`src/rtl/fp_pkg.sv`:
```
// Shared FP add/sub datapath definitions: field widths, normalizer state encoding
// and the special-value constants used by the core and the post-normalizer.
package fp_pkg;

  localparam int WIDTH     = 32;
  localparam int EXP_BITS  = 8;
  localparam int MANT_BITS = 23;

  typedef enum logic [1:0] {
    IDLE  = 2'd0,
    NORM  = 2'd1,
    ROUND = 2'd2,
    DONE  = 2'd3
  } norm_state_t;

  localparam logic [WIDTH-1:0]    QNAN         = 32'h7FC0_0000;
  localparam logic [EXP_BITS-1:0] EXP_MAX      = 8'hFF;
  localparam logic [EXP_BITS-1:0] EXP_MIN_NORM = 8'h01;

endpackage

```
`src/rtl/fp_rne_round.sv`:
```
// Round-to-nearest-even on a {hidden, fraction} mantissa using guard/round/sticky bits.
module fp_rne_round #(
  parameter int MANT_BITS = 23
) (
  input  logic [MANT_BITS:0] mant,
  input  logic               g,
  input  logic               r,
  input  logic               s,
  output logic [MANT_BITS:0] mant_rnd,
  output logic               cout,
  output logic               inexact
);

  logic inc;

  assign inc                = g & (r | s | mant[0]);
  assign {cout, mant_rnd}   = {1'b0, mant} + {{(MANT_BITS+1){1'b0}}, inc};
  assign inexact            = g | r | s;

endmodule

```
`src/rtl/fp_normalize_round.sv`:
```
// Iterative (one bit per cycle) normalizer plus RNE rounder with valid/ready on both sides.
// Define FP_DENORM_EN to deliver tiny results as subnormals instead of flushing them to zero.
module fp_normalize_round
  import fp_pkg::*;
#(
  parameter int WIDTH     = fp_pkg::WIDTH,
  parameter int EXP_BITS  = fp_pkg::EXP_BITS,
  parameter int MANT_BITS = fp_pkg::MANT_BITS
) (
  input  logic                   clk,
  input  logic                   rst,
  input  logic                   in_valid,
  output logic                   in_ready,
  input  logic                   in_sign,
  input  logic [EXP_BITS-1:0]    in_exp,
  input  logic [MANT_BITS+4:0]   in_mant,
  input  logic                   in_nan,
  input  logic                   in_inf,
  output logic                   out_valid,
  input  logic                   out_ready,
  output logic [WIDTH-1:0]       result,
  output logic                   overflow,
  output logic                   underflow,
  output logic                   inexact
);

  localparam int MW = MANT_BITS + 5;
  // One spare exponent bit so a carry out of EXP_MAX is still visible to the overflow test.
  localparam int EW = EXP_BITS + 1;

  localparam logic [WIDTH-1:0] QNAN_W  = {1'b0, {EXP_BITS{1'b1}}, 1'b1, {(MANT_BITS-1){1'b0}}};
  localparam logic [EW-1:0]    EXP_TOP = {1'b0, {EXP_BITS{1'b1}}};
  localparam logic [EW-1:0]    EXP_ONE = {{(EW-1){1'b0}}, 1'b1};

  norm_state_t         state;
  logic                s;
  logic [EW-1:0]       e;
  logic [MW-1:0]       m;
  logic                tiny;

  logic [MANT_BITS:0]   mant_rnd;
  logic                 rnd_cout;
  logic                 rnd_inexact;
  logic [MANT_BITS-1:0] frac_fin;
  logic [EW-1:0]        exp_fin;
  logic                 ovf;

  fp_rne_round #(.MANT_BITS(MANT_BITS)) u_rnd (
    .mant     (m[MW-2:3]),
    .g        (m[2]),
    .r        (m[1]),
    .s        (m[0]),
    .mant_rnd (mant_rnd),
    .cout     (rnd_cout),
    .inexact  (rnd_inexact)
  );

  assign in_ready = (state == IDLE);

  // Rounded result: renormalize on mantissa carry-out; a tiny value rounding into the hidden bit becomes min-normal.
  always_comb begin
    frac_fin = rnd_cout ? mant_rnd[MANT_BITS:1] : mant_rnd[MANT_BITS-1:0];
    exp_fin  = e + {{(EW-1){1'b0}}, rnd_cout};
    if (tiny) exp_fin = mant_rnd[MANT_BITS] ? EXP_ONE : '0;
    ovf      = !tiny && (exp_fin >= EXP_TOP);
  end

  always_ff @(posedge clk) begin
    if (rst) begin
      state     <= IDLE;
      out_valid <= 1'b0;
      result    <= '0;
      overflow  <= 1'b0;
      underflow <= 1'b0;
      inexact   <= 1'b0;
    end else begin
      case (state)
        IDLE: begin
          if (in_valid) begin
            s         <= in_sign;
            e         <= {1'b0, in_exp};
            m         <= in_mant;
            tiny      <= 1'b0;
            overflow  <= 1'b0;
            underflow <= 1'b0;
            inexact   <= 1'b0;
            if (in_nan) begin
              result <= QNAN_W;
              state  <= DONE;
            end else if (in_inf) begin
              result <= {in_sign, {EXP_BITS{1'b1}}, {MANT_BITS{1'b0}}};
              state  <= DONE;
            end else if (in_mant == '0) begin
              result <= {in_sign, {EXP_BITS{1'b0}}, {MANT_BITS{1'b0}}};
              state  <= DONE;
            end else begin
              state  <= NORM;
            end
          end
        end
        NORM: begin
          if (m[MW-1]) begin
            m     <= {1'b0, m[MW-1:2], m[1] | m[0]};
            e     <= e + EXP_ONE;
            state <= ROUND;
          end else if (m[MW-2]) begin
            state <= ROUND;
          end else if (e > EXP_ONE) begin
            m <= {m[MW-2:0], 1'b0};
            e <= e - EXP_ONE;
          end else begin
            tiny  <= 1'b1;
            e     <= '0;
            state <= ROUND;
          end
        end
        ROUND: begin
          if (ovf) begin
            result    <= {s, {EXP_BITS{1'b1}}, {MANT_BITS{1'b0}}};
            overflow  <= 1'b1;
            inexact   <= rnd_inexact;
          end else if (tiny) begin
`ifdef FP_DENORM_EN
            result    <= {s, exp_fin[EXP_BITS-1:0], frac_fin};
            underflow <= rnd_inexact;
            inexact   <= rnd_inexact;
`else
            result    <= {s, {EXP_BITS{1'b0}}, {MANT_BITS{1'b0}}};
            underflow <= 1'b1;
            inexact   <= 1'b1;
`endif
          end else begin
            result    <= {s, exp_fin[EXP_BITS-1:0], frac_fin};
            inexact   <= rnd_inexact;
          end
          out_valid <= 1'b1;
          state     <= DONE;
        end
        DONE: begin
          // Special results arrive here straight from IDLE; valid rises one cycle later so they take one cycle.
          if (!out_valid) begin
            out_valid <= 1'b1;
          end else if (out_ready) begin
            out_valid <= 1'b0;
            state     <= IDLE;
          end
        end
        default: state <= IDLE;
      endcase
    end
  end

endmodule

```
`config.mk`:
```
export PLATFORM = sky130hd
export DESIGN_NAME = fp_normalize_round
export DESIGN_NICKNAME = d
export VERILOG_FILES = /design/src/rtl/fp_pkg.sv /design/src/rtl/fp_rne_round.sv /design/src/rtl/fp_normalize_round.sv
export SDC_FILE = /design/constraint.sdc
export NUM_CORES = 1
export LEC_CHECK = 0
export CORE_UTILIZATION = 41
export CTS_BUF_LIST = sky130_fd_sc_hd__clkbuf_4
export DETAILED_ROUTE_END_ITERATION = 16
export HOLD_SLACK_MARGIN = 0.06
export RECOVER_POWER = 100
export SLEW_MARGIN = 25
export SYNTH_ARGS = -nofsm -noshare
export SYNTH_HDL_FRONTEND = slang
export SYNTH_HIERARCHICAL = 1
export SYNTH_SLANG_ARGS = --single-unit
```
`constraint.sdc`:
```
create_clock -name clk -period 12.2 [get_ports clk]
set_input_delay 3.05 -clock clk [delete_from_list [all_inputs] [get_ports clk]]
set_output_delay 3.05 -clock clk [all_outputs]
set_load 0.01 [all_outputs]
```
==> impl_metrics.ini <==
[routing]
dr_wl_met3_um = 598
met1Wirelength_mm = 5.355
top_layer = met4
routed_wl_mm = 11.70
vias_per_cell = 5.729
wire_per_inst_um = 16.57
detail-route-antenna-nets = 0
first_pass_iters = 5
via_count = 4045
wl_met2_mm = 5.643
first_iter_violations = 204
drc = 0

[yosys]
ys_seq_area_share_pct = 40.22
ys_ff_latch = 77
synth_common_cells = 39 x edfxtp_1, 39 x nor2_1, 38 x dfxtp_1
synthesis.area_sq_mm = 0.004803
syn_avg_cell_area_sq_um = 9.723
synthFlopType = edfxtp_1
ys_top_cells_by_area = edfxtp_1 24%, dfxtp_1 16%, a221o_1 5.0%
yosys.area.top_type = edfxtp_1
syn-instance-count = 494
synth_enable_flop_cells = 39
yosys.area.top_type_share_pct = 24.38
synth_warnings = 6
synth_cell_types = 58
async_flop_share_pct = 0
syn-num-nets = 548

[worst_hold_path]
whs_path_depth = 1
min_from = result[13]
whs_endpoint = result[13]
holdCritPathClass = flop to flop

[global_route]
track_usage_pct = 20.26
globalRouteOverflowTotal = 0
antenna_found_initial = 0
first_global_vias = 3734
grt_pass1_wl_mm = 18.89
grt_max_degree = 55

[clock_network]
post_cts_resized = 0
clockRootBuffer = clkbuf_4
cts_hold_buf = 0
clock_latency_ns = 0.44
cts-htree-levels = 3
cts_buffer_depth = 2
cts.sinks = 77
clk_pin_slew_ns = 0.12
cts_tree = yes
cts_setup_buffers = 0
numCtsBuffers = 9

[critical_path]
worst-path-buf-inv = 2
r2r_cells = 7
timing.rr.start = state[1]
path_max_fanout = 26
cp_top_family = buffers and inverters
worstReg2RegEnd = m[0]
cp.required_ns = 12.26
slowest_delay_ns = 1.05
path_class = primary input to flop
worst_path_max_delay_cell = clkbuf_1
path_cells = dlygate4sd3_1 > nand2_1 > a21o_1 > a21oi_1 > a21boi_0 > clkbuf_1
arrival_ns = 6.22
endpoint_kind = flop
r2r_setup_slack_ns = 7.52
cp-start-kind = primary input

[power_and_ir_drop]
power_uw = 959.5
ir_drop_mv = 0.1133
p_per_area_mw_per_mm2 = 165.7
p_leak_nw = 2.081

[die]
start_util_pct = 42.07
die_h_um = 110.2
num_rows = 39
fp.dieW_um = 110.2
io_pins = 80
die_area_sq_mm = 0.01215
coreArea_sq_mm = 0.01142

[flow_run]
cap_violations = 1

[sta]
period_minus_slack_ns = 6.165
final_max_slew_viol_count = 55
fmax_mhz = 162.2
rsz0062_at_grt = false
fin_setup_tns_ns = 0
slew_headroom_pct = -19.02
hold_slack_ns = 0.4663
fin_crit_sh_pct = 50.53
worst_pin_slew_ns = 1.785
layout_setup_ws_ns = 6.035
skew_ns = 0.01676
hold_viol = 0
setup_viol = 0

[finish]
fillers = 1118
layout-drive-gt1-share_pct = 5.684
nets = 612
finalCoreUtilization_pct = 50.71
regArea_sq_mm = 0.001932
multi_input_area_sq_mm = 0.002668
area_delta_synth_final_pct = 20.55
antenna_cells = 0

[placement]
place.gp.congestion = 0.8242
dp_hpwl_mm = 8.456
dp_slack_ns = 6.313
port_buffers = 79

[status]
outcome = complete, but fails checks
violations = capacitance limit, slew limit
-- layer usage --
layer / vias to the layer above / track usage (%)
met3: 9 / 4.292
li1: 2007 / -
met4: 0 / 5.451
met2: 117 / 32.65
met1: 1912 / 27.43
met5: - / 0
-- report_power, final --
group	leakage, nW	internal (mW)	switching, mW
registers	0.672	0.352	0.0799
clock network	0.0771	0.0650	0.0958
logic	1.33	0.163	0.205
total	2.08	0.579	0.380
-- logic make-up (layout without fill, tap and decap cells) --
family | Yosys count | in the layout | share of synthesized area, %
simple gates | 175 | 175 | 20.89
compound gates | 129 | 129 | 21.00
flops | 77 | 77 | 40.22
buf+inv | 46 | 115 | 4.168
xor+xnor | 32 | 32 | 5.835
mux | 24 | 24 | 5.027
fa+ha+maj | 11 | 11 | 2.865
-- flip-flops by register name, summed over array words and instances (netlist names) --
signal and count:
e 9, inexact 1, m 28, out_valid 1
overflow 1, result 32, s 1, state 2
tiny 1, underflow 1
-- worst max path at each step --
stage                            from         end  cells past startpoint
after floorplan              in_valid        m[0]                      4
after global placement    in_mant[15]  result[19]                      7
after detailed placement          rst        m[4]                      5
after CTS                 in_mant[15]  result[22]                      7
after global routing      in_mant[15]   result[9]                      7
final                        in_valid        m[0]                      6
-- cell usage in the layout, fill, tap and decap left out, types with 20 or more instances in the layout --
cell type,netlist,layout
dlygate4sd3_1,0,76
nor2_1,39,39
edfxtp_1,39,39
dfxtp_1,38,38
nor2b_1,27,27
a221o_1,24,24
nand2_1,23,23
mux2i_1,23,23
o2bb2ai_1,23,23
xnor2_1,20,20
-- metrics by stage --
step                instance area [sq um]  std cells
floorplan                            4803        494
global placement                     5669        690
detailed placement                   5678        690
CTS                                  5817        706
global route                         5791        706
finish                               5791        706
-- area by class of cell --
type                            instances  area share [%]
Clock inverter                          6           1.102
Timing Repair Buffer                   83           14.04
Multi-Input combinational cell        371           46.07
Sequential cell                        77           33.36
Clock buffer                           10           1.296
Inverter                               16           1.037
Tap cell                              143           3.090
No activity file was read; power rests on OpenSTA's default activity.
